### config.mk
export PLATFORM = sky130hd
export DESIGN_NAME = draw_rect_ctl
export DESIGN_NICKNAME = d
export VERILOG_FILES = /design/src/rtl/rect_pkg.sv /design/src/rtl/vga_pkg.sv /design/src/rtl/edge_rise.sv /design/src/rtl/draw_rect_ctl.sv
export SDC_FILE = /design/constraint.sdc
export NUM_CORES = 1
export LEC_CHECK = 0
export ABC_AREA = 1
export ABC_CLOCK_PERIOD_IN_PS = 4380
export CAP_MARGIN = 20
export CORE_MARGIN = 2
export CORE_UTILIZATION = 55
export CTS_BUF_LIST = sky130_fd_sc_hd__clkbuf_8
export DETAILED_ROUTE_END_ITERATION = 6
export GPL_ROUTABILITY_DRIVEN = 1
export HOLD_SLACK_MARGIN = 0.03
export PLACE_DENSITY_LB_ADDON = 0.2
export SLEW_MARGIN = 20
export SYNTH_ARGS = -nofsm -noshare
export SYNTH_HDL_FRONTEND = slang
export SYNTH_SLANG_ARGS = --single-unit
### constraint.sdc
create_clock -name clk -period 4.38 [get_ports clk]
set_input_delay 0.876 -clock clk [delete_from_list [all_inputs] [get_ports clk]]
set_output_delay 0.876 -clock clk [all_outputs]
set_load 0.05 [all_outputs]
### src/rtl/rect_pkg.sv
// Rectangle geometry shared by draw_rect and draw_rect_ctl.
package rect_pkg;
   localparam int unsigned RECT_W = 64;
   localparam int unsigned RECT_H = 48;
endpackage

### src/rtl/vga_pkg.sv
// Shared VGA timing constants for the 800x600 display pipeline.
package vga_pkg;
   localparam int unsigned H_ACTIVE = 800;
   localparam int unsigned V_ACTIVE = 600;
endpackage

### src/rtl/edge_rise.sv
// Registered rising-edge detector; RST_VAL seeds the history bit so a level
// already high at reset release is not reported as an edge.
module edge_rise #(
   parameter logic RST_VAL = 1'b0
) (
   input  logic clk,
   input  logic rst,
   input  logic d,
   output logic rise
);
   logic prev;

   always_ff @(posedge clk or posedge rst) begin
      if (rst) prev <= RST_VAL;
      else     prev <= d;
   end

   assign rise = d & ~prev;
endmodule

### src/rtl/draw_rect_ctl.sv
// Rectangle position controller: follows the mouse, drops on left click,
// falls under per-frame gravity with damped bounces, then rests.
module draw_rect_ctl #(
   parameter int unsigned H_ACTIVE   = vga_pkg::H_ACTIVE,
   parameter int unsigned V_ACTIVE   = vga_pkg::V_ACTIVE,
   parameter int unsigned RECT_W     = rect_pkg::RECT_W,
   parameter int unsigned RECT_H     = rect_pkg::RECT_H,
   parameter int unsigned GRAVITY    = 1,
   parameter int unsigned VMAX       = 32,
   parameter int unsigned BOUNCE_MIN = 4
) (
   input  logic        clk,
   input  logic        rst,
   input  logic        vsync,
   input  logic        mouse_left,
   input  logic [11:0] mouse_xpos,
   input  logic [11:0] mouse_ypos,
   output logic [11:0] xpos,
   output logic [11:0] ypos,
   output logic        falling
);
   typedef enum logic [1:0] {FOLLOW, FALL, REST} state_t;

   localparam logic        [11:0] XLIM    = 12'(H_ACTIVE - RECT_W);
   localparam logic        [11:0] FLOOR_U = 12'(V_ACTIVE - RECT_H);
   localparam logic signed [12:0] FLOOR   = 13'(V_ACTIVE - RECT_H);
   localparam logic signed [12:0] GRAV_S  = 13'(GRAVITY);
   localparam logic signed [12:0] VMAX_S  = 13'(VMAX);
   localparam logic signed [12:0] BMIN_S  = 13'(BOUNCE_MIN);

   state_t                state;
   logic signed [12:0]    vel;
   logic signed [12:0]    v_inc, v1, y1, rebound;
   logic        [11:0]    x_clamp, y_clamp;
   logic                  tick, click;

   edge_rise #(.RST_VAL(1'b1)) u_vsync_edge (
      .clk (clk), .rst (rst), .d (vsync), .rise (tick)
   );

   edge_rise #(.RST_VAL(1'b1)) u_click_edge (
      .clk (clk), .rst (rst), .d (mouse_left), .rise (click)
   );

   always_comb begin
      v_inc   = vel + GRAV_S;
      v1      = (v_inc > VMAX_S) ? VMAX_S : v_inc;
      y1      = $signed({1'b0, ypos}) + v1;
      // 75% rebound: subtracting the truncated quarter rounds the magnitude up
      rebound = -(v1 - (v1 >>> 2));
      x_clamp = (mouse_xpos > XLIM)    ? XLIM    : mouse_xpos;
      y_clamp = (mouse_ypos > FLOOR_U) ? FLOOR_U : mouse_ypos;
   end

   always_ff @(posedge clk or posedge rst) begin
      if (rst) begin
         state   <= FOLLOW;
         xpos    <= '0;
         ypos    <= '0;
         vel     <= '0;
         falling <= 1'b0;
      end else begin
         case (state)
            FOLLOW: begin
               if (tick) begin
                  xpos <= x_clamp;
                  ypos <= y_clamp;
               end
               if (click) begin
                  state   <= FALL;
                  vel     <= '0;
                  falling <= 1'b1;
               end
            end
            FALL: begin
               if (tick) begin
                  if (y1 >= FLOOR) begin
                     ypos <= FLOOR_U;
                     if (v1 < BMIN_S) begin
                        vel     <= '0;
                        state   <= REST;
                        falling <= 1'b0;
                     end else begin
                        vel <= rebound;
                     end
                  end else if (y1 < 13'sd0) begin
                     ypos <= '0;
                     vel  <= '0;
                  end else begin
                     ypos <= y1[11:0];
                     vel  <= v1;
                  end
               end
            end
            REST: begin
               if (click) state <= FOLLOW;
            end
            default: begin
               state   <= FOLLOW;
               falling <= 1'b0;
            end
         endcase
      end
   end
endmodule

# Word-level counts from Yosys, hierarchy flattened
# Cells that the tools add are included.
# word_totals
romBits,0
register_bits,42
mem_bits_rw,0
latch_bits,0
output_inout_bits,25
memories,0
input_bits,28
word_cells,62
# classes
n_mux,25
shift,0
n_div,0
eq_ne,8
n_addsub,4
n_lt_le_gt_ge,6
multipliers,0
bitwise_logic,5
reduce_logical,7
# op_table
cell,count
13-bit 2-to-1 mux,6
12-bit 2-to-1 mux,6
13-bit one-hot mux with 2 select lines,1
"12-bit by 10-bit greater-than comparator with 1-bit output, second input constant",2
12-bit one-hot mux with 2 select lines,1
13-bit adder,1
"13-bit by 2-bit adder with 13-bit output, second input constant",1
"13-bit by 11-bit >= comparator with 1-bit output, second input constant",1
"13-bit by 7-bit greater-than comparator with 1-bit output, second input constant",1
"13-bit by 1-bit less-than comparator with 1-bit output, second input constant",1
"13-bit by 4-bit less-than comparator with 1-bit output, second input constant",1
13-bit negation,1
13-bit by 11-bit subtractor with 13-bit output,1
"2-bit != test, second input constant",6
2-bit 2-to-1 mux,5
5-bit AND reduction,2
2-bit one-hot mux with 3 select lines,1
3-bit AND reduction,2
1-bit 2-to-1 mux,4
1-bit inverter,3
1-bit one-hot mux with 3 select lines,1
1-bit AND,2
"2-bit by 1-bit equality test with 1-bit output, second input constant",1
"2-bit equality test, second input constant",1
other kinds (3),3

# Longest topological paths before layout
# depth
word_depth,9
mapped_depth,29
depth_no_buf,29

# Cells and area by module
# From an unflattened synthesis, not the netlist that was laid out.
# unflattened
hier_cells,556
area_unflattened_um2,3686.0
# by_module_without_submodules
mod,cells_per_inst,area_each_um2,n_inst,seq_area_each_um2
draw_rect_ctl,548,3606.0,1,1001.0
edge_rise,4,40.0,2,26.3

# Worst setup path before layout
# OpenSTA, ideal clock, no wires.
# synth_timing
path_type,register -> register
startpoint,register vel[0]
endpoint,register ypos[3]
synth_period_minus_slack_ns,3.994
t_required_ns,4.259
t_arrival_ns,3.873
setup_slack_ns,0.386
stages_incl_launch_ff,23
setup_ns,0.121
path_cell_list,dfrtp_1 -> ha_1 -> nand3_1 -> inv_1 -> nand3_1 -> xor2_2 -> nand2_2 -> inv_1 -> nor2_1 -> ha_1 -> fa_1 -> nand3_1 -> nand4_1 -> a21oi_1 -> o21bai_1 -> ha_1 -> clkbuf_1 -> inv_1 -> nand2_1 -> nand3_1 -> inv_1 -> o21ai_0 -> a22o_1
# synth_between
elab_chain_cells,9
# synth_rtl
item,line_no,rtl
start: declaration,draw_rect_ctl.sv:32,logic signed [12:0] vel;
start signal: assignment,draw_rect_ctl.sv:84,vel <= rebound;
start signal: assignment,draw_rect_ctl.sv:91,vel <= v1;
13-bit by 2-bit adder with 13-bit output *,draw_rect_ctl.sv:46,v_inc = vel + GRAV_S;
13-bit by 7-bit greater-than comparator with 1-bit output,draw_rect_ctl.sv:47,v1 = (v_inc > VMAX_S) ? VMAX_S : v_inc;
13-bit 2-to-1 mux *,draw_rect_ctl.sv:47,
13-bit adder *,draw_rect_ctl.sv:48,"y1 = $signed({1'b0, ypos}) + v1;"
13-bit by 1-bit less-than comparator with 1-bit output,draw_rect_ctl.sv:86,end else if (y1 < 13'sd0) begin
12-bit 2-to-1 mux,draw_rect_ctl.sv:86,
12-bit 2-to-1 mux *,draw_rect_ctl.sv:77,if (y1 >= FLOOR) begin
12-bit 2-to-1 mux *,draw_rect_ctl.sv:76,if (tick) begin
12-bit one-hot mux with 2 select lines *,draw_rect_ctl.sv:63,case (state)
end signal: assignment,draw_rect_ctl.sv:67,ypos <= y_clamp;
end signal: assignment,draw_rect_ctl.sv:90,ypos <= y1[11:0];
end: declaration,draw_rect_ctl.sv:19,"output logic [11:0] ypos,"
# Every way passes the cells marked *; elsewhere a longest branch is shown, timed or not. The select of a mux whose other input is x is not followed.
# A chain may end at the register's enable or synchronous reset.

# Final worst setup path
# layout_timing
startpoint,register vel[0]
endpoint,register vel[12]
# layout_between
elab_chain_cells,9
# layout_rtl
item,line_no
13-bit by 2-bit adder with 13-bit output *,draw_rect_ctl.sv:46
13-bit by 7-bit greater-than comparator with 1-bit output,draw_rect_ctl.sv:47
13-bit 2-to-1 mux *,draw_rect_ctl.sv:47
13-bit by 11-bit subtractor with 13-bit output / 13-bit adder (equally long branches),"draw_rect_ctl.sv:50, draw_rect_ctl.sv:48"
13-bit negation / 13-bit by 1-bit less-than comparator with 1-bit output (equally long branches),"draw_rect_ctl.sv:50, draw_rect_ctl.sv:86"
13-bit 2-to-1 mux (on tied branches),"draw_rect_ctl.sv:79, draw_rect_ctl.sv:86"
13-bit 2-to-1 mux *,draw_rect_ctl.sv:77
13-bit 2-to-1 mux *,draw_rect_ctl.sv:76
13-bit one-hot mux with 2 select lines *,draw_rect_ctl.sv:63
# Marked as above.

==> summary.txt <==
CTS
  – Clock slew at reported path FFs: about 0.10 ns
  – H-tree depth: 2
  – CTS tree: built
  – Num Clock Sinks: 42
  – Skew-Pair Late Insertion Delay: between 0.3 and 0.4 ns
  – CTS Buf Count: 5
  – Worst-case clock buffer depth: 2
  – CTS Hold Bufs: 0
  – Root buf cell: clkbuf_8

Floorplan
  – Starting density of the core: a little under three fifths
  – Core Area: ~6500 um2
  – Die height: between 80 and 90 um
  – Site Rows: 29
  – DIE AREA: 7432 um2
  – Die X: roughly 86 um
  – IO Count: 53

STA
  – Final Hold Vio Count: 0
  – Final setup vio count: 0
  – Minimum clock period after layout: around 4 ns
  – Clock Skew: approximately 0.0099 ns
  – Slew headroom: between 40% and 50%
  – Final Max Tran Viols: 0
  – Period utilization: between 90% and 100%
  – TNS Setup: 0 ns
  – Max frequency: 246.8 MHz
  – Tightest Pin Transition: ~0.87 ns

Placed design
  – Final weighted congestion in routability-driven placement: approximately 0.97
  – Final HPWL DP: about 7600 um
  – Placed cell count: 696
  – DP Area: 4344 um2
  – IO Port Bufs: 52

Pwr
  – Sw Pwr: around 2.1 mW
  – Pleak: 2.392 nW
  – P_int: 1.621 mW
  – Sw Ratio: 56.85%
  – Sequential share of power: about 17%
  – PD cells: around 830 nW/um2
  – Comb pwr share: approximately 76%
  – Clk pwr share: approximately 7.5%
  – Max VDD drop: between 0.5 and 0.6 mV

Logic synthesis
  – Synth async-reset ratio: 100.0%
  – Post-synthesis cell area: roughly 3700 um2
  – Count of cell types in the netlist: 37
  – Synthesized instance count: between 500 and 600
  – Seq/Total Area, Yosys: ~28%
  – Most frequently used flop master after synthesis: dfrtp_1
  – Yosys warnings: 0
  – Avg Cell Area, Syn: between 6 and 7 um2
  – #FFs+latches synth: 42
  – Post-synth net total: roughly 630
  – EDFF count, synth: 0

Critical path
  – Arrival @ worst endpoint: between 4 and 5 ns
  – Setup CP Type: reg2reg
  – Max stage delay on crit path: approximately 0.43 ns
  – Crit-path max FO: 17
  – R2r setup slk: ~0.33 ns
  – Most used cell, CP: nand2_1
  – Crit end category: flip-flop
  – Slowest CP cell: dfrtp_2
  – Critical path data required time: between 4 and 5 ns
  – CP Launch Type: flip-flop

Global route
  – Global route overflow: 0
  – Number of global-route vias before repair: roughly 3.7k
  – First-pass GRT wire length: between 15000 and 20000 um
  – Pin count of the biggest net entering global routing: between 40 and 50
  – GRT Total Usage: 28.02%
  – Initial antenna violation count: 0

Drt
  – Via count: between 3k and 4k
  – Final WL: slightly below 10000 um
  – Vias/cell: approximately 5.5
  – DRT iter0 DRCs: 264
  – ANT nets after route: 0
  – WL per Instance: around 14 um
  – DRC errors left: 0
  – Pre-Repair DR Iteration Count: 6

Final layout
  – Layout Nets: 690
  – Most common cell after layout, fill and taps aside: nand2_1
  – Fin area: about 4500 um2
  – Final std cells w/o fill: about 710
  – Post-layout util: a little over two thirds
  – Area growth, synth to finish: 22.18%
  – Commonest cells after routing, fill and taps aside: nand2_1, inv_1, clkdlybuf4s50_1, nor2_1, dfrtp_1
  – ANT cells: 0
  – Share of layout cells above drive strength 1: 8.070%

Run status
  – Status: complete, no violations

Flow run
  – MaxCap Viol Count: 0

Min path
  – Hold crit path type: reg2reg
-- worst paths after layout --
check                                    startpoint             endpoint  depth (start not counted)
min in group asynchronous                       rst   vel[4]$_DFFE_PP0P_                          3
worst max-delay path             vel[0]$_DFFE_PP0P_  vel[12]$_DFFE_PP0P_                         28
worst min register to register  xpos[9]$_DFFE_PP0P_  xpos[9]$_DFFE_PP0P_                          2
worst max register to register   vel[0]$_DFFE_PP0P_  vel[12]$_DFFE_PP0P_                         28
worst min-delay path            xpos[9]$_DFFE_PP0P_  xpos[9]$_DFFE_PP0P_                          2
max in group asynchronous                       rst   vel[0]$_DFFE_PP0P_                          3
-- registers in the layout, summed over array words and instances (netlist names) --
name,flops
ypos,12
falling,1
u_click_edge.prev,1
vel,13
u_vsync_edge.prev,1
xpos,12
state,2
-- power groups by stage --
stage	Clock (mW)	Sequential, mW	Combinational (mW)
final	0.281	0.626	2.85
after global placement	0	0.629	2.60
after CTS	0.283	0.627	2.64
after detailed placement	0	0.633	2.62
after floorplan	0	0.862	1.76
after global routing	0.300	0.641	3.16
-- cell type report --
| type | instances | area [um2] |
|---|---|---|
| multi-input combinational | 439 | 2387 |
| fill | 578 | 1917 |
| sequential | 42 | 1055 |
| timing repair buffer | 62 | 599.3 |
| inverter | 80 | 304.0 |
| tap | 77 | 96.34 |
| clock buffer | 5 | 68.82 |
| clock inverter | 3 | 23.77 |
| timing repair inverter | 1 | 7.507 |
-- metal layers --
layer  up-vias  routed length (um)  track usage, %
met5         -                   0               0
met4         0                 221           10.37
met3        20                 643           4.952
met2       149                4614           46.16
met1      1775                4426           37.08
li1       1938                   -               -
-- critical path: cells and delay by family (launching register included) --
family / cells / cell delay [ns]
simple gates: 15 / 1.40
buf+inv: 5 / 0.53
compound gates: 5 / 0.73
flops: 1 / 0.43
fa+ha+maj: 3 / 0.89
-- cells in the mapped netlist, types with 2 or more instances --
library cell	n	area [um2]
xnor2_1	6	52.55
xor2_1	13	113.9
o21a_1	3	22.52
nor2_2	3	18.77
inv_1	77	289.0
dfstp_2	2	52.55
nor2_1	54	202.7
a21o_1	3	22.52
clkinv_1	3	11.26
clkbuf_1	5	18.77
nor3_1	7	35.03
ha_1	29	362.9
nand3_1	37	185.2
dfrtp_1	40	1001
nor2_4	2	22.52
a31oi_1	2	12.51
nand3b_1	2	15.01
nand2_2	5	31.28
o21ai_0	19	95.09
nand4_1	6	37.54
a21oi_1	39	195.2
a2bb2oi_1	7	61.31
nand2_1	189	709.4
fa_1	2	40.04
-- timing repair --
item / CTS / global route
setup buffers: 0 / 4
resized for setup: 0 / 27
setup endpoints to repair: 0 / 26
-- cells by family after synthesis --
kind of cell / count (synthesis) / synth area share [%]
xor gates and xnor gates: 20 / 4.914
adders and majority gates: 31 / 10.84
and+or+nand+nor: 307 / 34.20
DFF: 42 / 28.34
AOI/OAI and AO/OA: 81 / 12.69
buffers and inverters: 87 / 9.020
-- stage by stage --
step	setup slack, ns	total power, mW	hold slack (ns)
after floorplan	0.3855	2.619	0.4628
after global routing	-0.02834	4.103	0.5077
after CTS	0.005993	3.554	0.4817
after detailed placement	0.03145	3.258	0.4598
final	0.3279	3.757	0.4779
after global placement	0.2428	3.225	0.4582
(Power assumes the default switching activity.)
